<file path="config.mk">
export PLATFORM = sky130hd
export DESIGN_NAME = decode_stage_hz
export DESIGN_NICKNAME = d
export VERILOG_FILES = /design/src/rtl/decode_pkg.sv /design/src/rtl/decode_regfile.sv /design/src/rtl/decode_stage_hz.sv
export SDC_FILE = /design/constraint.sdc
export NUM_CORES = 2
export LEC_CHECK = 0
export CORE_ASPECT_RATIO = 1.75
export CORE_MARGIN = 3
export CORE_UTILIZATION = 50
export CTS_CLUSTER_SIZE = 12
export DETAILED_ROUTE_END_ITERATION = 8
export GPL_ROUTABILITY_DRIVEN = 0
export PLACE_DENSITY = 0.77
export SYNTH_ARGS = -nofsm -noshare
export SYNTH_HDL_FRONTEND = slang
export SYNTH_SLANG_ARGS = --single-unit
</file>
<file path="constraint.sdc">
create_clock -name clk -period 2 [get_ports clk]
set_input_delay 0.2 -clock clk [delete_from_list [all_inputs] [get_ports clk]]
set_output_delay 0.2 -clock clk [all_outputs]
set_load 0.02 [all_outputs]
</file>
<file path="src/rtl/decode_pkg.sv">
// Shared decode definitions: opcodes, control-bit positions, ALUOp encodings
// and the opcode-to-control decoder used by the ID stage.
package decode_pkg;

  localparam logic [5:0] OP_RTYPE = 6'h00;
  localparam logic [5:0] OP_LW    = 6'h23;
  localparam logic [5:0] OP_SW    = 6'h2B;
  localparam logic [5:0] OP_BEQ   = 6'h04;

  // wb = {RegWrite, MemtoReg}
  localparam int WB_REGWRITE  = 1;
  localparam int WB_MEMTOREG  = 0;
  // mem = {Branch, MemRead, MemWrite}
  localparam int MEM_BRANCH   = 2;
  localparam int MEM_MEMREAD  = 1;
  localparam int MEM_MEMWRITE = 0;
  // ex = {RegDst, ALUOp[1:0], ALUSrc}
  localparam int EX_REGDST    = 3;
  localparam int EX_ALUOP_HI  = 2;
  localparam int EX_ALUOP_LO  = 1;
  localparam int EX_ALUSRC    = 0;

  localparam logic [1:0] ALUOP_ADD   = 2'b00;
  localparam logic [1:0] ALUOP_SUB   = 2'b01;
  localparam logic [1:0] ALUOP_FUNCT = 2'b10;

  typedef struct packed {
    logic [1:0] wb;
    logic [2:0] mem;
    logic [3:0] ex;
    logic       illegal;
  } ctrl_t;

  function automatic ctrl_t decode_ctrl(input logic [5:0] opcode);
    ctrl_t c;
    c = '0;
    case (opcode)
      OP_RTYPE: begin
        c.wb[WB_REGWRITE]                 = 1'b1;
        c.ex[EX_REGDST]                   = 1'b1;
        c.ex[EX_ALUOP_HI:EX_ALUOP_LO]     = ALUOP_FUNCT;
      end
      OP_LW: begin
        c.wb[WB_REGWRITE]                 = 1'b1;
        c.wb[WB_MEMTOREG]                 = 1'b1;
        c.mem[MEM_MEMREAD]                = 1'b1;
        c.ex[EX_ALUOP_HI:EX_ALUOP_LO]     = ALUOP_ADD;
        c.ex[EX_ALUSRC]                   = 1'b1;
      end
      OP_SW: begin
        c.mem[MEM_MEMWRITE]               = 1'b1;
        c.ex[EX_ALUOP_HI:EX_ALUOP_LO]     = ALUOP_ADD;
        c.ex[EX_ALUSRC]                   = 1'b1;
      end
      OP_BEQ: begin
        c.mem[MEM_BRANCH]                 = 1'b1;
        c.ex[EX_ALUOP_HI:EX_ALUOP_LO]     = ALUOP_SUB;
      end
      default: c.illegal = 1'b1;
    endcase
    return c;
  endfunction

endpackage

</file>
<file path="src/rtl/decode_regfile.sv">
// Register file with hardwired-zero r0, two combinational read ports.
// DECODE_BYPASS_EN makes a same-cycle writeback visible on the read ports.
module decode_regfile
  import decode_pkg::*;
#(
  parameter  int DATA_W   = 32,
  parameter  int NUM_REGS = 32,
  localparam int RA_W     = $clog2(NUM_REGS)
) (
  input  logic              clk,
  input  logic              rst,
  input  logic              i_wr_en,
  input  logic [RA_W-1:0]   i_wr_addr,
  input  logic [DATA_W-1:0] i_wr_data,
  input  logic [RA_W-1:0]   i_rs_addr,
  input  logic [RA_W-1:0]   i_rt_addr,
  output logic [DATA_W-1:0] o_rs_data,
  output logic [DATA_W-1:0] o_rt_data
);

  logic [DATA_W-1:0] r_regs [NUM_REGS];
  logic              w_wr_ok;
  logic [DATA_W-1:0] w_rs_arr;
  logic [DATA_W-1:0] w_rt_arr;

  assign w_wr_ok = i_wr_en && (i_wr_addr != '0);

  always_ff @(posedge clk or negedge rst) begin
    if (!rst) begin
      for (int i = 0; i < NUM_REGS; i++) r_regs[i] <= '0;
    end else if (w_wr_ok) begin
      r_regs[i_wr_addr] <= i_wr_data;
    end
  end

  assign w_rs_arr = (i_rs_addr == '0) ? '0 : r_regs[i_rs_addr];
  assign w_rt_arr = (i_rt_addr == '0) ? '0 : r_regs[i_rt_addr];

`ifdef DECODE_BYPASS_EN
  // w_wr_ok already excludes r0, so the bypass can never leak data into r0 reads.
  assign o_rs_data = (w_wr_ok && i_wr_addr == i_rs_addr) ? i_wr_data : w_rs_arr;
  assign o_rt_data = (w_wr_ok && i_wr_addr == i_rt_addr) ? i_wr_data : w_rt_arr;
`else
  assign o_rs_data = w_rs_arr;
  assign o_rt_data = w_rt_arr;
`endif

endmodule

</file>
<file path="src/rtl/decode_stage_hz.sv">
// MIPS ID stage with load-use stall, branch flush, ID/EX valid bit and a
// saturating stall counter. Optional write-through regfile: DECODE_BYPASS_EN.
module decode_stage_hz
  import decode_pkg::*;
#(
  parameter  int DATA_W      = 32,
  parameter  int NUM_REGS    = 32,
  parameter  int STALL_CNT_W = 16,
  localparam int RA_W        = $clog2(NUM_REGS)
) (
  input  logic                   clk,
  input  logic                   rst,
  input  logic                   wb_reg_write,
  input  logic [RA_W-1:0]        wb_write_reg_location,
  input  logic [DATA_W-1:0]      mem_wb_write_data,
  input  logic [31:0]            if_id_instr,
  input  logic [DATA_W-1:0]      if_id_npc,
  input  logic                   if_id_valid,
  input  logic                   flush,
  output logic                   pc_write,
  output logic                   if_id_write,
  output logic                   id_ex_valid,
  output logic [1:0]             id_ex_wb,
  output logic [2:0]             id_ex_mem,
  output logic [3:0]             id_ex_execute,
  output logic [DATA_W-1:0]      id_ex_npc,
  output logic [DATA_W-1:0]      id_ex_readdat1,
  output logic [DATA_W-1:0]      id_ex_readdat2,
  output logic [DATA_W-1:0]      id_ex_sign_ext,
  output logic [RA_W-1:0]        id_ex_instr_bits_20_16,
  output logic [RA_W-1:0]        id_ex_instr_bits_15_11,
  output logic                   illegal_op,
  output logic [STALL_CNT_W-1:0] stall_count
);

  logic [5:0]        w_opcode;
  logic [RA_W-1:0]   w_rs;
  logic [RA_W-1:0]   w_rt;
  logic [RA_W-1:0]   w_rd;
  logic [DATA_W-1:0] w_rs_data;
  logic [DATA_W-1:0] w_rt_data;
  logic [DATA_W-1:0] w_sign_ext;
  ctrl_t             w_ctrl;
  logic              w_uses_rt;
  logic              w_stall;
  logic              w_hold;
  logic              w_issue;

  assign w_opcode   = if_id_instr[31:26];
  assign w_rs       = if_id_instr[21 +: RA_W];
  assign w_rt       = if_id_instr[16 +: RA_W];
  assign w_rd       = if_id_instr[11 +: RA_W];
  assign w_sign_ext = {{(DATA_W-16){if_id_instr[15]}}, if_id_instr[15:0]};
  assign w_ctrl     = decode_ctrl(w_opcode);

  decode_regfile #(
    .DATA_W   (DATA_W),
    .NUM_REGS (NUM_REGS)
  ) u_regfile (
    .clk       (clk),
    .rst       (rst),
    .i_wr_en   (wb_reg_write),
    .i_wr_addr (wb_write_reg_location),
    .i_wr_data (mem_wb_write_data),
    .i_rs_addr (w_rs),
    .i_rt_addr (w_rt),
    .o_rs_data (w_rs_data),
    .o_rt_data (w_rt_data)
  );

  assign w_uses_rt = (w_opcode == OP_RTYPE) || (w_opcode == OP_SW) || (w_opcode == OP_BEQ);

  assign w_stall = id_ex_valid && id_ex_mem[MEM_MEMREAD] &&
                   (id_ex_instr_bits_20_16 != '0) &&
                   ((id_ex_instr_bits_20_16 == w_rs) ||
                    ((id_ex_instr_bits_20_16 == w_rt) && w_uses_rt)) &&
                   if_id_valid;

  // pc_write/if_id_write low means "hold": IF must keep PC and IF/ID stable this
  // cycle. A flush overrides the hold so IF is free to redirect to the target.
  assign w_hold      = w_stall && !flush;
  assign pc_write    = !w_hold;
  assign if_id_write = !w_hold;
  assign w_issue     = if_id_valid && !flush && !w_stall;

  always_ff @(posedge clk or negedge rst) begin
    if (!rst) begin
      id_ex_valid            <= 1'b0;
      id_ex_wb               <= '0;
      id_ex_mem              <= '0;
      id_ex_execute          <= '0;
      id_ex_npc              <= '0;
      id_ex_readdat1         <= '0;
      id_ex_readdat2         <= '0;
      id_ex_sign_ext         <= '0;
      id_ex_instr_bits_20_16 <= '0;
      id_ex_instr_bits_15_11 <= '0;
      illegal_op             <= 1'b0;
    end else begin
      id_ex_valid            <= w_issue;
      id_ex_wb               <= w_issue ? w_ctrl.wb  : '0;
      id_ex_mem              <= w_issue ? w_ctrl.mem : '0;
      id_ex_execute          <= w_issue ? w_ctrl.ex  : '0;
      id_ex_npc              <= if_id_npc;
      id_ex_readdat1         <= w_rs_data;
      id_ex_readdat2         <= w_rt_data;
      id_ex_sign_ext         <= w_sign_ext;
      id_ex_instr_bits_20_16 <= w_rt;
      id_ex_instr_bits_15_11 <= w_rd;
      // Reported once per instruction: a stalled copy is re-decoded next cycle.
      illegal_op             <= w_issue && w_ctrl.illegal;
    end
  end

  always_ff @(posedge clk or negedge rst) begin
    if (!rst) begin
      stall_count <= '0;
    end else if (w_hold && (stall_count != '1)) begin
      stall_count <= stall_count + 1'b1;
    end
  end

endmodule
</file>
==> flow_summary.yaml <==
yosys:
  syn_area_per_cell_um2: 15.8
  synth_mux_area_frac: 0.395
  synth_edf_count: 0
  synth_cell_types: 51
  synthArstFlopShare: 1.00
  synth_fa_ha_area_frac: 0.000217
  synth_seq_cells: 1166
  syn_area_um2: 57600
  synth-compound-area-share: 0.0513
  synth_fp_nets: 3746
  synth_xor_xnor_area_share: 0.00348
  yosys_warnings: 0
  synth_top_family_by_area: "multiplexers"
  synthFlopType: "dfrtp_1"
  ys_seq_area_frac: 0.507
  synthSimpleGateAreaFrac: 0.0109
  synth_cells: 3639
die:
  rows: 164
  die_y_um: 455
  dieArea_um2: 119000
  dieWidth_um: 262
  start_util: 0.504
  placeableCoreArea_um2: 114000
  io_pins: 273
cts:
  clk_path_buf_depth: 3
  insertion_delay_ns: 0.74
  h-tree-depth: 3
  cts_buffers: 111
  root_buffer: "clkbuf_16"
  cts_sinks: 1166
  path_clk_slew_ns: 0.06
  tritoncts: "yes"
grt:
  grt_pass1_wl_mm: 272
  grtUsageMet1: 0.361
  grt_pass1_vias: 41200
  met2_usage: 0.522
  grt.met3_usage: 0.0642
  antenna_found_initial: 11
  grt_usage: 0.308
  grt_busiest_layer: "met2"
  grt_start_max_net_pins: 93
  grt.overflow.total: 0
sta:
  period_minus_slack_ns: 2.40
  hold_ws_ns: 0.130
  finalMaxSlewViolations: 0
  fmax_ghz: 0.416
  rsz0062_at_grt: "true"
  fin_worst_skew_ns: 0.0288
  worst_slew_pin_slew_ns: 0.731
  slew_headroom: 0.512
  hold_viol_final: 0
  period_share: 1.20
  fin_ws_ns: -0.402
  setup_viol: 18
power:
  power.share.sequential: 0.480
  internal_power_mw: 46.8
  power.total_mw: 64.6
  leakage_nw: 30.6
  power_frac_comb: 0.220
  peakVddDrop_mv: 0.681
  power.density_nw_per_um2: 923
  switchingPower_mw: 17.8
  netSwitchingFraction: 0.276
  pwr-share-clk: 0.300
worst_setup_path:
  crit_path_max_fanout: 3
  cpMaxStageDelayCell: "or4_4"
  crit_chain: "or4_4 -> o211ai_1 -> o21bai_4 -> buf_6"
  critPathArrivalTime_ns: 2.20
  end_kind: "output pin"
  worstSetupPathType: "reg -> out"
  max_stage_delay_ns: 0.53
  cp-start-kind: "flop"
  cp_data_required_time_ns: 1.80
place:
  io_buffers: 272
  post-dp-hpwl_mm: 122
  dp_slack_ns: -0.593
finish:
  layout_common_cells: "1163 x dfrtp_1, 898 x mux2_2, 512 x mux4_2"
  fillers: 8208
  fin_nets: 4248
  drive_gt1_frac: 0.509
  postLayoutCoreUtil: 0.612
  layout_commonest_cell: "dfrtp_1"
  areaGrowthSynthToFinish_pct: 21.6
drt:
  wl_per_cell_um: 32.3
  routed_wl_mm: 183
  vias_per_cell: 6.72
  drt_iter0_drc: 3272
  vias: 38200
  dr.pass1.iters: 7
  ant_nets: 0
  drc_errors: 0
status:
  violations: "negative setup slack"
  status: "finished with violations"
min_path:
  hold_path_class: "in -> reg"
job:
  maxCapViolCount: 0
==> power groups by stage <==
stage	clock [mW]	sequential (mW)	combinational (mW)
floorplan	0	30.5	9.12
global placement	0	30.9	13.9
detailed placement	0	31.3	14.2
CTS	19.7	30.9	14.3
global route	20.6	31.5	15.1
finish	19.4	31.0	14.2
==> critical path, delay by kind of cell, from the launching register on <==
family                 cells  cell delay [ns]
and+or+nand+nor            1             0.53
DFF                        1             0.40
AOI/OAI and AO/OA          2             0.40
buffers and inverters      1             0.15
==> Yosys cell counts, drive strengths merged, types with 2 or more instances <==
cell type  count  area share
nand2b         2     0.00022
dfrtp       1166        0.51
a221oi        64      0.0097
or3            3     0.00033
nor4           4     0.00065
buf          172       0.015
nand2         25      0.0016
and3           7     0.00076
inv            2     0.00013
xor2          11      0.0017
a22o         192       0.029
nand3b         4     0.00052
nor2b          7     0.00076
nor3          12      0.0011
nor3b          4     0.00052
or2            2     0.00022
nor2          26      0.0017
a21o           2     0.00026
mux2         994        0.19
clkbuf       258       0.017
nand3          9     0.00078
o21ai        131       0.011
or4            2     0.00033
xnor2         11      0.0018
mux4         512        0.20
and2           3     0.00033
==> timing repair <==
action	4_1_cts	5_1_grt
endpoints found under the hold margin	1091	0
hold buffers	52	0
pin swaps	17	13
setup buffers	5	1
gates cloned	0	1
setup endpoints to repair	85	28
resized for setup	111	22
==> flip-flops by register name, indices dropped and copies added (netlist names) <==
signal / flops
illegal_op: 1
id_ex_readdat1: 32
id_ex_valid: 1
id_ex_readdat2: 32
id_ex_sign_ext: 11
id_ex_instr_bits_20_16: 5
id_ex_mem: 3
id_ex_execute: 3
id_ex_instr_bits_15_11: 5
id_ex_wb: 1
stall_count: 16
id_ex_npc: 32
u_regfile.r_regs: 1024
==> kinds of logic (layout without fill, tap and decap cells) <==
logic type / after synthesis / in the layout
AOI/OAI and AO/OA: 394 / 394
xor gates and xnor gates: 22 / 22
adders and majority gates: 1 / 1
buffers and inverters: 432 / 966
DFF: 1166 / 1166
muxes: 1507 / 1507
other: 0 / 10
and+or+nand+nor: 117 / 117
==> worst paths after layout <==
kind                                                 from                endpoint  slack (ns)  depth (start not counted)
worst max register to register  id_ex_instr_bits_20_16[2]          stall_count[1]       -0.32                         11
worst min-delay path                      if_id_instr[22]       id_ex_readdat1[1]        0.13                          4
worst max-delay path            id_ex_instr_bits_20_16[2]             if_id_write       -0.40                          4
worst min register to register     u_regfile.r_regs[1018]  u_regfile.r_regs[1018]        0.40                          0
min in group asynchronous                             rst   u_regfile.r_regs[474]        0.24                          3
max in group asynchronous                             rst   u_regfile.r_regs[131]        1.13                          4
==> through the flow <==
stage	setup TNS, ns	std cells	instance area (um^2)
2_1_floorplan	-0.000178	3639	57600
3_3_place_gp	-128.80	5464	66200
3_5_place_dp	-176.24	5464	66200
4_1_cts	-3.07	5666	69900
5_1_grt	-5.51	5672	70000
6_report	-3.91	5677	70000
==> layer usage <==
| layer | part of all wire | vias to the layer above |
|---|---|---|
| li1 | - | 15100 |
| met1 | 0.35 | 20400 |
| met2 | 0.50 | 2002 |
| met3 | 0.081 | 673 |
| met4 | 0.073 | 2 |
| met5 | 0.000082 | - |
==> final cells by class <==
type | instances | area [um^2] | share of cell area
antenna | 10 | 25.0 | 0.000357
clock buffer | 134 | 2950 | 0.0421
clock inverter | 11 | 113 | 0.00161
inverter | 2 | 7.51 | 0.000107
multi-input combinational | 2041 | 27000 | 0.385
sequential | 1166 | 29200 | 0.417
tap | 1494 | 1870 | 0.0267
timing repair buffer | 819 | 8910 | 0.127
No activity file was read; power rests on OpenSTA's default activity.
